===== config.mk =====
export PLATFORM = sky130hd
export DESIGN_NAME = oam_dma
export DESIGN_NICKNAME = d
export VERILOG_FILES = /design/src/rtl/oam_dma_pkg.sv /design/src/rtl/dma_slot_timer.sv /design/src/rtl/oam_dma.sv
export SDC_FILE = /design/constraint.sdc
export NUM_CORES = 1
export LEC_CHECK = 0
export ABC_AREA = 1
export ABC_CLOCK_PERIOD_IN_PS = 2100
export CAP_MARGIN = 30
export CELL_PAD_IN_SITES_DETAIL_PLACEMENT = 0
export CELL_PAD_IN_SITES_GLOBAL_PLACEMENT = 1
export CORE_AREA = 2 2 95 106
export DETAILED_ROUTE_END_ITERATION = 7
export DIE_AREA = 0 0 97 108
export HOLD_SLACK_MARGIN = 0.1
export PLACE_DENSITY_LB_ADDON = 0.1
export REMOVE_ABC_BUFFERS = 1
export SYNTH_ARGS = -nofsm -noshare
export SYNTH_HDL_FRONTEND = slang
export SYNTH_SLANG_ARGS = --single-unit

===== constraint.sdc =====
create_clock -name clk -period 2.1 [get_ports clk]
set_input_delay 0.42 -clock clk [delete_from_list [all_inputs] [get_ports clk]]
set_output_delay 0.42 -clock clk [all_outputs]
set_load 0.02 [all_outputs]

===== src/rtl/oam_dma_pkg.sv =====
// Shared PPU / memory-map constants and helpers used by the OAM DMA engine.
// Holds the DMA register address, HRAM window and DMA state encoding.
package oam_dma_pkg;

  localparam logic [15:0] REG_DMA_ADDR = 16'hFF46;
  localparam logic [15:0] HRAM_LO      = 16'hFF80;
  localparam logic [15:0] HRAM_HI      = 16'hFFFE;
  localparam logic [7:0]  ECHO_BASE    = 8'hE0;
  localparam logic [7:0]  ECHO_OFFSET  = 8'h20;
  localparam int          TMR_W        = 8;

  typedef enum logic [2:0] {
    ST_IDLE  = 3'd0,
    ST_START = 3'd1,
    ST_READ  = 3'd2,
    ST_WRITE = 3'd3,
    ST_GAP   = 3'd4
  } dma_state_e;

  // Echo RAM pages alias the work RAM 0x20 pages below them.
  function automatic logic [7:0] map_src_page(input logic [7:0] page);
    logic [7:0] mapped;
    if (page >= ECHO_BASE) begin
      mapped = page - ECHO_OFFSET;
    end else begin
      mapped = page;
    end
    return mapped;
  endfunction

  function automatic logic cpu_blocked(input logic [15:0] addr, input logic dma_on);
    return dma_on && !((addr >= HRAM_LO) && (addr <= HRAM_HI));
  endfunction

endpackage


===== src/rtl/dma_slot_timer.sv =====
// Down-counter that times the START phase and the per-byte GAP phase.
// Loading a length L asserts o_last on the L-th clock after the load.
module dma_slot_timer
  import oam_dma_pkg::*;
(
  input  logic             i_clk,
  input  logic             i_reset_n,
  input  logic             i_load,
  input  logic [TMR_W-1:0] i_len,
  output logic             o_last
);

  logic [TMR_W-1:0] r_cnt;

  always_ff @(posedge i_clk or negedge i_reset_n) begin
    if (!i_reset_n) begin
      r_cnt <= {TMR_W{1'b0}};
    end else if (i_load) begin
      r_cnt <= i_len - TMR_W'(1);
    end else if (r_cnt != {TMR_W{1'b0}}) begin
      r_cnt <= r_cnt - TMR_W'(1);
    end else begin
      r_cnt <= r_cnt;
    end
  end

  assign o_last = (r_cnt == {TMR_W{1'b0}});

endmodule


===== src/rtl/oam_dma.sv =====
// OAM DMA engine: a write to 0xFF46 copies BYTES bytes from page src_hi into OAM,
// one READ/WRITE slot every CLKS_PER_BYTE clocks after a START delay.
module oam_dma
  import oam_dma_pkg::*;
#(
  parameter int BYTES         = 160,
  parameter int CLKS_PER_BYTE = 4,
  parameter int START_CLKS    = 4
) (
  input  logic        clk,
  input  logic        reset_n,
  input  logic [15:0] mem_addr,
  input  logic [7:0]  mem_data_write,
  input  logic        mem_do_write,
  output logic [7:0]  mem_data_read,
  output logic        mem_data_active,
  output logic [15:0] dma_addr,
  input  logic [7:0]  dma_data_read,
  output logic        dma_bus_req,
  output logic [7:0]  oam_addr,
  output logic [7:0]  oam_data_write,
  output logic        oam_do_write,
  output logic        dma_active
);

  localparam logic [7:0]       LAST_N    = 8'(BYTES - 1);
  localparam logic [TMR_W-1:0] START_LEN = TMR_W'(START_CLKS);
  localparam logic [TMR_W-1:0] GAP_LEN   = TMR_W'(CLKS_PER_BYTE - 2);
  localparam bit               HAS_START = (START_CLKS > 0);
  localparam bit               HAS_GAP   = (CLKS_PER_BYTE > 2);

  dma_state_e       r_state;
  dma_state_e       w_state_nxt;
  logic [7:0]       r_n;
  logic [7:0]       w_n_nxt;
  logic [7:0]       r_src_hi;
  logic [7:0]       r_src_map;
  logic [7:0]       w_src_map_nxt;
  logic [7:0]       r_oam_data;
  logic [15:0]      r_dma_addr;
  logic [7:0]       r_oam_addr;
  logic             r_bus_req;
  logic             r_oam_we;
  logic             r_active;
  logic             w_trig;
  logic             w_reg_hit;
  logic             w_tmr_load;
  logic             w_tmr_last;
  logic [TMR_W-1:0] w_tmr_len;

  assign w_reg_hit = (mem_addr == REG_DMA_ADDR);
  assign w_trig    = mem_do_write && w_reg_hit;

  dma_slot_timer u_slot_timer (
    .i_clk     (clk),
    .i_reset_n (reset_n),
    .i_load    (w_tmr_load),
    .i_len     (w_tmr_len),
    .o_last    (w_tmr_last)
  );

  // A trigger overrides every state, including the end of the final slot.
  always_comb begin
    w_state_nxt   = r_state;
    w_n_nxt       = r_n;
    w_tmr_load    = 1'b0;
    w_tmr_len     = START_LEN;
    w_src_map_nxt = r_src_map;
    if (w_trig) begin
      w_n_nxt       = 8'h00;
      w_src_map_nxt = map_src_page(mem_data_write);
      if (HAS_START) begin
        w_state_nxt = ST_START;
        w_tmr_load  = 1'b1;
      end else begin
        w_state_nxt = ST_READ;
      end
    end else begin
      case (r_state)
        ST_IDLE: begin
          w_state_nxt = ST_IDLE;
        end
        ST_START: begin
          if (w_tmr_last) begin
            w_state_nxt = ST_READ;
          end else begin
            w_state_nxt = ST_START;
          end
        end
        ST_READ: begin
          w_state_nxt = ST_WRITE;
        end
        ST_WRITE: begin
          if (HAS_GAP) begin
            w_state_nxt = ST_GAP;
            w_tmr_load  = 1'b1;
            w_tmr_len   = GAP_LEN;
          end else if (r_n == LAST_N) begin
            w_state_nxt = ST_IDLE;
          end else begin
            w_n_nxt     = r_n + 8'd1;
            w_state_nxt = ST_READ;
          end
        end
        ST_GAP: begin
          if (!w_tmr_last) begin
            w_state_nxt = ST_GAP;
          end else if (r_n == LAST_N) begin
            w_state_nxt = ST_IDLE;
          end else begin
            w_n_nxt     = r_n + 8'd1;
            w_state_nxt = ST_READ;
          end
        end
        default: begin
          w_state_nxt = ST_IDLE;
        end
      endcase
    end
  end

  always_ff @(posedge clk or negedge reset_n) begin
    if (!reset_n) begin
      r_state <= ST_IDLE;
    end else begin
      r_state <= w_state_nxt;
    end
  end

  // Bus/OAM outputs are registered from the next state so they line up with it.
  always_ff @(posedge clk or negedge reset_n) begin
    if (!reset_n) begin
      r_n        <= 8'h00;
      r_src_hi   <= 8'h00;
      r_src_map  <= 8'h00;
      r_active   <= 1'b0;
      r_bus_req  <= 1'b0;
      r_oam_we   <= 1'b0;
      r_dma_addr <= 16'h0000;
      r_oam_addr <= 8'h00;
      r_oam_data <= 8'h00;
    end else begin
      r_n       <= w_n_nxt;
      r_src_map <= w_src_map_nxt;
      r_active  <= (w_state_nxt != ST_IDLE);
      r_bus_req <= (w_state_nxt == ST_READ) || (w_state_nxt == ST_WRITE);
      r_oam_we  <= (w_state_nxt == ST_WRITE);
      if (w_trig) begin
        r_src_hi <= mem_data_write;
      end else begin
        r_src_hi <= r_src_hi;
      end
      if (w_state_nxt == ST_READ) begin
        r_dma_addr <= {w_src_map_nxt, w_n_nxt};
      end else begin
        r_dma_addr <= r_dma_addr;
      end
      if (w_state_nxt == ST_WRITE) begin
        r_oam_addr <= w_n_nxt;
      end else begin
        r_oam_addr <= r_oam_addr;
      end
      if (r_state == ST_WRITE) begin
        r_oam_data <= dma_data_read;
      end else begin
        r_oam_data <= r_oam_data;
      end
    end
  end

  assign mem_data_read   = w_reg_hit ? r_src_hi : 8'hFF;
  assign mem_data_active = !mem_do_write && w_reg_hit;
  assign dma_addr        = r_dma_addr;
  assign dma_bus_req     = r_bus_req;
  assign oam_addr        = r_oam_addr;
  assign oam_do_write    = r_oam_we;
  assign dma_active      = r_active;
  // Bus data is only valid during WRITE; elsewhere the last stored byte is held.
  assign oam_data_write  = (r_state == ST_WRITE) ? dma_data_read : r_oam_data;

endmodule

==> impl_metrics.env, run 1 <==
export IMPL_final_cell_mix="nand2_1 (134), dfrtp_1 (70), inv_1 (52), clkdlybuf4s50_1 (44), o21ai_0 (25)"
export IMPL_setup_slack_ns=0.0849
export IMPL_setup_worst_path_start_class="flip-flop"
export IMPL_grt_pass1_vias=2800
export IMPL_grt_overflow_total=0
export IMPL_status="finished, final reports clean"
export IMPL_clock_path_buffers=2
export IMPL_fin_util_pct=49.3
export IMPL_layout_drive_gt1_share_pct=18.7
export IMPL_final_common_cell="nand2_1"
export IMPL_synth_ff_type="dfrtp_1"
export IMPL_maxSlewViolCount=0
export IMPL_critical_path_peak_fanout=7
export IMPL_dpl_cell_count=608
export IMPL_viasPerCell=4.41
export IMPL_maxCapViolCount=0
export IMPL_clk_pin_slew_ns=0.07
export IMPL_dpl_hpwl_mm=5.58
export IMPL_gr_usage_all_layers_pct=15.4
export IMPL_relSlewSlack_pct=67.1
export IMPL_grt_antenna_before_repair=0
export IMPL_max_freq_ghz=0.496
export IMPL_switching_share_pct=35.6
export IMPL_io_buffers=78
export IMPL_wl_mm=7.53
export IMPL_vias=2762
export IMPL_synth_edf_count=0
export IMPL_core_um2=9310
export IMPL_power_frac_clock_pct=24.1
export IMPL_power_density_nw_per_um2=948
export IMPL_num_antenna_cells=0
export IMPL_pre_cts_ws_ns=-0.571
export IMPL_layout_nets=543
export IMPL_area_delta_synth_final_pct=39.1
export IMPL_drt_iter0_drc=105
export IMPL_die_x_um=97
export IMPL_first_pass_iters=6
export IMPL_cts_tree="built"
export IMPL_cts_root_buf="clkbuf_8"
export IMPL_pin_count=79
export IMPL_route_met2_wl_mm=3.65
export IMPL_clk_latency_ns=0.34
export IMPL_hold_violations=0
export IMPL_cts_sinks=70
export IMPL_hold_slack_ns=0.468
export IMPL_p_seq_share_pct=40.3
export IMPL_ant_nets=0
export IMPL_syn_instance_count=401
export IMPL_yosysTopAreaCell="dfrtp_1"
export IMPL_ys_seq_elements=70
export IMPL_wire_per_inst_um=12.0
export IMPL_highest_layer="met4"
export IMPL_end_kind="output pin"
export IMPL_die_area_um2=10500
export IMPL_hp_class="reg2reg"
export IMPL_period_needed_ns=2.02
export IMPL_fin_cells=626
export IMPL_crit_type="reg2out"
export IMPL_finalSetupViolCount=0
export IMPL_row_count=37
export IMPL_synth_cell_type_count=31
export IMPL_start_util_pct=35.4
export IMPL_synth_area_per_cell_um2=8.22
export IMPL_cts_htree_levels=3
export IMPL_grt_max_degree=38
export IMPL_cp_data_required_time_ns=1.68
export IMPL_synth_seq_area_share_pct=53.1
export IMPL_cellLeakagePower_nw=2.39
export IMPL_power_switching_mw=1.55
export IMPL_place_gp_congestion=0.771
export IMPL_tightest_slew_ns=0.494
export IMPL_synthTopCellsByArea="dfrtp_1 (53%), nand2_1 (15%), inv_1 (6.0%)"
export IMPL_cp_arrival_ns=1.60
export IMPL_synthArstFlopShare_pct=100
export IMPL_rsz0062_at_grt="yes"
export IMPL_met3_length_um=322
export IMPL_die_h_um=108
export IMPL_finalCritPeriodShare_pct=96.0
export IMPL_drc_errors=0
export IMPL_ir_worst_vdd_mv=0.439
export IMPL_clock_skew_ns=0.00823
export IMPL_cts_made_buffers=9
export IMPL_power_frac_comb_pct=35.6
export IMPL_total_power_mw=4.35
export IMPL_ys_warn_count=0
export IMPL_wl_met1_mm=3.42
export IMPL_grt_pass1_wl_mm=13.0
export IMPL_synth_area_um2=3300
export IMPL_internal_power_mw=2.80
export IMPL_netlist_area_leader_share_pct=53.1
## worst max-delay path: stages, from the launching register on
cell	delay [ns]
dfrtp_1	0.37
inv_1	0.08
nand2_1	0.08
nor2_2	0.14
buf_4	0.17
nand2_1	0.05
nand2_1	0.07
clkdlybuf4s15_1	0.30
## state kept, by name, indices dropped and copies added (netlist names)
name,cells
dma_addr,16
dma_active,1
u_slot_timer.r_cnt,8
r_oam_data,8
r_src_hi,8
oam_do_write,1
r_src_map,8
oam_addr,8
dma_bus_req,1
r_n,8
r_state,3
## layout make-up
| cell class | count | area [um2] |
|---|---|---|
| clock inverter | 6 | 63.8 |
| timing repair buffer | 101 | 956 |
| sequential | 70 | 1750 |
| tap | 117 | 146 |
| inverter | 57 | 219 |
| clock buffer | 9 | 124 |
| multi-input combinational | 266 | 1330 |
| fill | 927 | 4720 |
## metrics by stage
step                      TNS, ns  area [um2]
after floorplan           -0.0528        3240
after detailed placement    -6.26        4370
after CTS                       0        4620
final                           0        4590
after global routing      -0.0460        4590
after global placement      -5.89        4370
## repair_timing
action	in CTS	in global routing
buffers inserted	1	0
endpoints found under the hold margin	36	0
hold buffers	1	0
resized for setup	102	8
endpoints found under the setup margin	17	8
gates cloned	1	0
pin swaps	9	0
## cells by family (layout without fill, tap and decap cells)
family	Yosys count	in the layout	synth area share (%)
AND/OR/NAND/NOR	216	217	29.5
flip-flops	70	70	53.1
buffers and inverters	66	173	8.38
AO/OA/AOI/OAI	44	44	7.32
adder cells (fa/ha/maj)	3	3	1.14
XOR/XNOR	2	2	0.531
## power by group through the flow
stage | logic [mW] | registers (mW) | clock network, mW
after floorplan | 0.865 | 1.83 | 0
after global placement | 1.64 | 1.77 | 0
after detailed placement | 1.65 | 1.78 | 0
after CTS | 1.61 | 1.75 | 1.08
after global routing | 1.74 | 1.79 | 1.14
final | 1.55 | 1.75 | 1.05
## synthesized netlist by cell type, drive strengths merged, types with 3 or more instances
cell type	count
ha	3
nor3	4
a21oi	3
clkbuf	4
nor2	31
nand3	25
dfrtp	70
nand4	5
buf	5
inv	56
nand2	140
or2	10
o21ai	39
## final timing paths
path	endpoint	slack [ns]	start	cells past startpoint
min in group asynchronous	u_slot_timer.r_cnt[4]	0.58	reset_n	2
hold / removal	r_oam_data[2]	0.47	r_oam_data[2]	2
setup / recovery	oam_data_write[5]	0.08	r_state[2]	7
setup reg to reg	u_slot_timer.r_cnt[2]	0.25	r_state[0]	10
max in group asynchronous	r_src_map[5]	0.96	reset_n	3
hold reg to reg	r_oam_data[2]	0.47	r_oam_data[2]	2
## layer usage
metal	GRT usage [%]	up-vias
li1	-	1453
met1	18.7	1247
met2	26.5	51
met3	3.56	11
met4	6.34	0
met5	0	-
(Power assumes the default switching activity.)
==> run 2, diff against run 1 <==
--- a/config.mk
+++ b/config.mk
@@ -19,3 +19,4 @@
 export SYNTH_ARGS = -nofsm -noshare
 export SYNTH_HDL_FRONTEND = slang
 export SYNTH_SLANG_ARGS = --single-unit
+export TNS_END_PERCENT = 30
==> results of run 2 <==
The final DEF is identical to that of run 1; final timing and power are the same.
==> run 3, diff against run 2 <==
--- a/config.mk
+++ b/config.mk
@@ -13,6 +13,7 @@
 export CORE_AREA = 2 2 95 106
 export DETAILED_ROUTE_END_ITERATION = 7
 export DIE_AREA = 0 0 97 108
+export GPL_ROUTABILITY_DRIVEN = 0
 export HOLD_SLACK_MARGIN = 0.1
 export PLACE_DENSITY_LB_ADDON = 0.1
 export REMOVE_ABC_BUFFERS = 1
==> results of run 3 <==
The final DEF is identical to that of run 1; final timing and power are the same.
